===== src/rtl/arb_pkg.sv =====
// Shared types and sizes for the 8-way request arbiter.
// Holds the FSM encoding and small mask/one-hot helpers.
package arb_pkg;

  localparam int N_REQ = 8;
  localparam int ID_W  = 3;
  localparam int CNT_W = 8;

  typedef enum logic {
    ST_IDLE  = 1'b0,
    ST_GRANT = 1'b1
  } arb_state_e;

  // Bits strictly below id: (1 << id) - 1
  function automatic logic [N_REQ-1:0] below_mask(
    input logic [ID_W-1:0] id
  );
    logic [N_REQ-1:0] one;
    one = N_REQ'(1);
    below_mask = (one << id) - one;
  endfunction

  // One-hot vector of id when v is set, zero otherwise
  function automatic logic [N_REQ-1:0] onehot(
    input logic            v,
    input logic [ID_W-1:0] id
  );
    logic [N_REQ-1:0] one;
    one = N_REQ'(v);
    onehot = one << id;
  endfunction

endpackage


===== src/rtl/priority_encoder8_3.sv =====
// 8-to-3 priority encoder, bit 7 has highest priority.
// o_out is only meaningful while o_valid is high.
module priority_encoder8_3 (
  input  logic [7:0] i_in,
  output logic [2:0] o_out,
  output logic       o_valid
);

  // Scan upward so the highest set bit is the last one written
  always_comb begin
    o_out   = 3'd0;
    o_valid = 1'b0;
    for (int i = 0; i < 8; i++) begin
      if (i_in[i]) begin
        o_out   = 3'(i);
        o_valid = 1'b1;
      end
    end
  end

endmodule


===== src/rtl/req_arbiter8.sv =====
// Sequential 8-requester arbiter, fixed priority or round-robin.
// Grant is held until release, request drop or hold timeout.
module req_arbiter8
  import arb_pkg::*;
#(
  parameter logic        RR_MODE  = 1'b0,
  parameter int unsigned MAX_HOLD = 16
) (
  input  logic             i_clk,
  input  logic             i_rst,
  input  logic [N_REQ-1:0] i_req,
  input  logic             i_release,
  output logic [N_REQ-1:0] o_grant,
  output logic [ID_W-1:0]  o_grant_id,
  output logic             o_grant_valid,
  output logic             o_timeout
);

  arb_state_e       r_state;
  logic [N_REQ-1:0] r_grant;
  logic [ID_W-1:0]  r_grant_id;
  logic             r_grant_valid;
  logic             r_timeout;
  logic [CNT_W-1:0] r_hold_cnt;
  logic [ID_W-1:0]  r_last_id;
  logic             r_first;

  arb_state_e       w_state_n;
  logic [ID_W-1:0]  w_id_n;
  logic             w_valid_n;
  logic             w_to_n;
  logic [CNT_W-1:0] w_cnt_n;
  logic [ID_W-1:0]  w_last_n;
  logic             w_first_n;

  logic [N_REQ-1:0] w_mask;
  logic [N_REQ-1:0] w_masked;
  logic [ID_W-1:0]  w_req_id;
  logic             w_req_v;
  logic [ID_W-1:0]  w_msk_id;
  logic             w_msk_v;
  logic [ID_W-1:0]  w_win_id;

  logic             w_rel;
  logic             w_drop;
  logic             w_hit;
  logic             w_exit;
  logic             w_to_only;

  // Until the first grant ends, every index is eligible so
  // the rotation starts at 7 rather than 6.
  assign w_mask   = r_first ? '1 : below_mask(r_last_id);
  assign w_masked = i_req & w_mask;

  priority_encoder8_3 u_enc_req (
    .i_in    (i_req),
    .o_out   (w_req_id),
    .o_valid (w_req_v)
  );

  priority_encoder8_3 u_enc_msk (
    .i_in    (w_masked),
    .o_out   (w_msk_id),
    .o_valid (w_msk_v)
  );

  // Policy mux; encoder outputs are only used when valid
  always_comb begin
    w_win_id = '0;
    if (RR_MODE && w_msk_v) begin
      w_win_id = w_msk_id;
    end else if (w_req_v) begin
      w_win_id = w_req_id;
    end
  end

  assign w_rel     = i_release;
  assign w_drop    = ~i_req[r_grant_id];
  assign w_hit     = (MAX_HOLD != 0) &&
                     (r_hold_cnt == CNT_W'(MAX_HOLD));
  assign w_exit    = w_rel | w_drop | w_hit;
  assign w_to_only = w_hit & ~w_rel & ~w_drop;

  // Next-state and next-output logic
  always_comb begin
    w_state_n = r_state;
    w_id_n    = r_grant_id;
    w_valid_n = r_grant_valid;
    w_to_n    = 1'b0;
    w_cnt_n   = r_hold_cnt;
    w_last_n  = r_last_id;
    w_first_n = r_first;
    unique case (r_state)
      ST_IDLE: begin
        w_id_n    = '0;
        w_valid_n = 1'b0;
        w_cnt_n   = '0;
        if (w_req_v) begin
          w_state_n = ST_GRANT;
          w_id_n    = w_win_id;
          w_valid_n = 1'b1;
          w_cnt_n   = CNT_W'(1);
        end
      end
      ST_GRANT: begin
        if (w_exit) begin
          w_state_n = ST_IDLE;
          w_id_n    = '0;
          w_valid_n = 1'b0;
          w_cnt_n   = '0;
          w_to_n    = w_to_only;
          w_last_n  = r_grant_id;
          w_first_n = 1'b0;
        end else if (r_hold_cnt != '1) begin
          w_cnt_n = r_hold_cnt + CNT_W'(1);
        end
      end
      default: begin
        w_state_n = ST_IDLE;
      end
    endcase
  end

  // State and output registers
  always_ff @(posedge i_clk) begin
    if (i_rst) begin
      r_state       <= ST_IDLE;
      r_grant       <= '0;
      r_grant_id    <= '0;
      r_grant_valid <= 1'b0;
      r_timeout     <= 1'b0;
      r_hold_cnt    <= '0;
      r_last_id     <= ID_W'(N_REQ - 1);
      r_first       <= 1'b1;
    end else begin
      r_state       <= w_state_n;
      r_grant       <= onehot(w_valid_n, w_id_n);
      r_grant_id    <= w_id_n;
      r_grant_valid <= w_valid_n;
      r_timeout     <= w_to_n;
      r_hold_cnt    <= w_cnt_n;
      r_last_id     <= w_last_n;
      r_first       <= w_first_n;
    end
  end

  assign o_grant       = r_grant;
  assign o_grant_id    = r_grant_id;
  assign o_grant_valid = r_grant_valid;
  assign o_timeout     = r_timeout;

endmodule


===== config.mk =====
export PLATFORM = sky130hd
export DESIGN_NAME = req_arbiter8
export DESIGN_NICKNAME = d
export VERILOG_FILES = /design/src/rtl/arb_pkg.sv /design/src/rtl/priority_encoder8_3.sv /design/src/rtl/req_arbiter8.sv
export SDC_FILE = /design/constraint.sdc
export NUM_CORES = 1
export LEC_CHECK = 0
export ABC_AREA = 1
export CAP_MARGIN = 20
export CORE_MARGIN = 2
export CORE_UTILIZATION = 50
export CTS_CLUSTER_DIAMETER = 200
export DETAILED_ROUTE_END_ITERATION = 12
export DONT_BUFFER_PORTS = 1
export PLACE_DENSITY = 0.64
export REMOVE_ABC_BUFFERS = 1
export SLEW_MARGIN = 30
export SYNTH_ARGS = -nofsm -noshare
export SYNTH_HDL_FRONTEND = slang
export SYNTH_HIERARCHICAL = 1
export SYNTH_SLANG_ARGS = --single-unit
export TNS_END_PERCENT = 100

===== constraint.sdc =====
create_clock -name i_clk -period 1.97 [get_ports i_clk]
set_input_delay 0.2955 -clock i_clk [delete_from_list [all_inputs] [get_ports i_clk]]
set_output_delay 0.2955 -clock i_clk [all_outputs]
set_load 0.02 [all_outputs]

==> run_results.csv <==
group,metric,value,unit
clock_tree,cts_tree,"yes",
drt,drt_wl_total,2.071,mm
drt,drtPass1Iterations,4,
finish,fillers,211,
global_routing,grt_overflow,0,
finish,final_common_cell,"nand2_1",
min_path,hold_path_class,"primary input to flop",
clock_tree,cts_root_buffer,"clkbuf_4",
power_and_ir_drop,p_per_area,828.1,nW/um2
power_and_ir_drop,pwr-share-clk,0.353,
clock_tree,htreeDepth,1,
synth,avgSynthCellArea,6.808,um2
global_routing,grt_max_degree,14,
synth,synth_cell_types,23,
drt,avgViaCountPerCell,4.782,
worst_setup_path,worstPathMaxFanout,6,
floorplanning,fp.dieH,50.82,um
worst_setup_path,cp.arrival,1.90,ns
timing,slew_viol_final,0,
finish,regArea,440.4,um2
floorplanning,io-pin-count,24,
clock_tree,clock_latency,0.31,ns
finish,fin_cells,193,
global_routing,use_met3,0.03801,
floorplanning,core,2022,um2
clock_tree,post_cts_resize_count,0,
drt,detail-route-antenna-nets,0,
timing,hold_viol,0,
finish,drive_gt1_frac,0.1024,
timing,setup_tns,0,ns
timing,setup_viol,0,
placement,place_inst,189,
power_and_ir_drop,ir_drop,0.4858,mV
clock_tree,hold_buffers,0,
power_and_ir_drop,p_int,0.7174,mW
timing,finalClockSkew,0.007422,ns
global_routing,antenna_found_initial,0,
power_and_ir_drop,leakagePower,0.5641,nW
clock_tree,cts_setup_buffers,0,
floorplanning,initial_utilization,0.5421,
finish,area_growth,8.562,%
clock_tree,numClockSinks,22,
timing,rsz0062_at_grt,"no",
finish,antennaDiodeCount,0,
power_and_ir_drop,p_comb_frac,0.143,
placement,post-dp-hpwl,1.664,mm
synth,synth_seq_area_share,0.4018,
synth,yosys_warnings,6,
placement,io_buffers,0,
worst_setup_path,critPathLaunchType,"flop",
floorplanning,rows,16,
timing,finalCriticalPeriod,1.683,ns
drt,via_count,923,
clock_tree,cts_inserted_buffers,3,
run,cap_violations,0,
status,status,"finished clean",
global_routing,top_usage_layer,"met2",
drt,wl_per_cell,10.73,um
drt,drc_errors,0,
global_routing,met1_usage,0.2416,
global_routing,grt_usage,0.1900,
finish,finalNetCount,180,
timing,clock.fmax,0.5941,GHz
worst_setup_path,cp.required,2.19,ns
global_routing,grt_pass1_vias,937,
clock_tree,clockBufferDepth,2,
timing,timing.hold.ws,0.02846,ns
global_routing,use_met2,0.3202,
worst_setup_path,criticalPathCategory,"flop to flop",
floorplanning,dieArea,2583,um2
power_and_ir_drop,p_seq_frac,0.504,
power_and_ir_drop,power,0.9853,mW
synth,netlist_area,1096,um2
worst_setup_path,endpoint_kind,"flop",
power_and_ir_drop,p_sw,0.2679,mW
timing,finalCritPeriodShare,0.8544,
timing,max-slew-margin-rel,0.7240,
synth,synthCells,161,
finish,multi_input_area,535.5,um2
floorplanning,fp.dieW,50.82,um
timing,worstMarginPinSlew,0.4125,ns
global_routing,grt_pass1_wl,3.719,mm
power_and_ir_drop,switching_share,0.2719,
placement,gp_congestion,0.8383,
finish,final_cell_mix,"nand2_1 (38), inv_1 (31), nor2_1 (23)",
drt,drtIter0Drc,16,
synth,yosys_register_bits,22,
clock_tree,clk_pin_slew_worst_paths,0.13,ns
[through the flow]
stage / area (um2) / utilization / worst slack (ns)
after floorplan: 1096 / - / 0.4900
after global placement: 1137 / 0.5625 / 0.3410
after detailed placement: 1137 / 0.5625 / 0.3371
after CTS: 1190 / 0.5885 / 0.3037
after global routing: 1190 / 0.5885 / 0.02257
final: 1190 / 0.5885 / 0.2868
[registers in the layout, indices dropped and copies added (netlist names)]
| register | cells |
|---|---|
| o_grant | 8 |
| o_grant_valid | 1 |
| o_timeout | 1 |
| r_state | 1 |
| o_grant_id | 3 |
| r_hold_cnt | 8 |
[worst max-delay path, stage by stage (launching register included)]
cell	delay, ns
dfxtp_1	0.39
ha_1	0.17
nand2_1	0.08
inv_1	0.06
nand4_1	0.14
nor2_1	0.37
nor2_1	0.10
inv_1	0.09
nor2_1	0.04
o21a_1	0.15
[area by class of cell]
| cell class | count | area share |
|---|---|---|
| Sequential cell | 22 | 0.3701 |
| Multi-Input combinational cell | 107 | 0.4501 |
| Timing Repair Buffer | 1 | 0.006309 |
| Tap cell | 27 | 0.02839 |
| Inverter | 32 | 0.1009 |
| Clock buffer | 3 | 0.01893 |
| Clock inverter | 1 | 0.02524 |
[worst paths after layout]
check,cells after the start,start,slack [ns],to
worst min register to register,2,r_state$_SDFF_PP0_,0.49,o_timeout$_SDFF_PP0_
worst min-delay path,1,i_rst,0.03,o_grant_valid$_SDFF_PP0_
worst max-delay path,9,r_hold_cnt[0]$_SDFFE_PP0P_,0.29,r_hold_cnt[4]$_SDFFE_PP0P_
worst max register to register,9,r_hold_cnt[0]$_SDFFE_PP0P_,0.29,r_hold_cnt[4]$_SDFFE_PP0P_
[logic make-up after synthesis]
| family | share of synthesized area |
|---|---|
| AND/OR/NAND/NOR | 0.3779 |
| AO/OA/AOI/OAI | 0.08791 |
| adder cells (fa/ha/maj) | 0.02283 |
| flip-flops | 0.4018 |
| buffers and inverters | 0.1096 |
[synthesized netlist by cell type]
cell type | count | area share
nand3_1 | 10 | 0.046
a211oi_1 | 3 | 0.021
nor3_1 | 2 | 0.0091
a21oi_1 | 4 | 0.018
nor2_1 | 23 | 0.079
nand3_4 | 1 | 0.016
o21ai_2 | 1 | 0.0080
nand2_1 | 38 | 0.13
inv_2 | 1 | 0.0034
o21ai_0 | 6 | 0.027
nor3b_1 | 1 | 0.0069
ha_1 | 2 | 0.023
nand2_4 | 1 | 0.010
nand2_2 | 4 | 0.023
nand4_2 | 1 | 0.011
nand4_1 | 4 | 0.023
nand3b_1 | 1 | 0.0069
o21a_1 | 1 | 0.0069
inv_1 | 31 | 0.11
nor2_2 | 2 | 0.011
or2_2 | 1 | 0.0057
dfxtp_1 | 22 | 0.40
o21bai_1 | 1 | 0.0069
[routing by layer]
layer	part of all wire	routed length [um]
met1	0.50	1026
met2	0.45	934
met3	0.041	85
met4	0.012	25
met5	0	0
[power by group through the flow]
stage / Clock, mW / Sequential, mW / Combinational [mW]
final: 0.348 / 0.497 / 0.140
after global routing: 0.370 / 0.499 / 0.163
after CTS: 0.350 / 0.497 / 0.142
after detailed placement: 0 / 0.507 / 0.141
after global placement: 0 / 0.507 / 0.139
after floorplan: 0 / 0.505 / 0.114
Power figures use the tool's default switching activity.
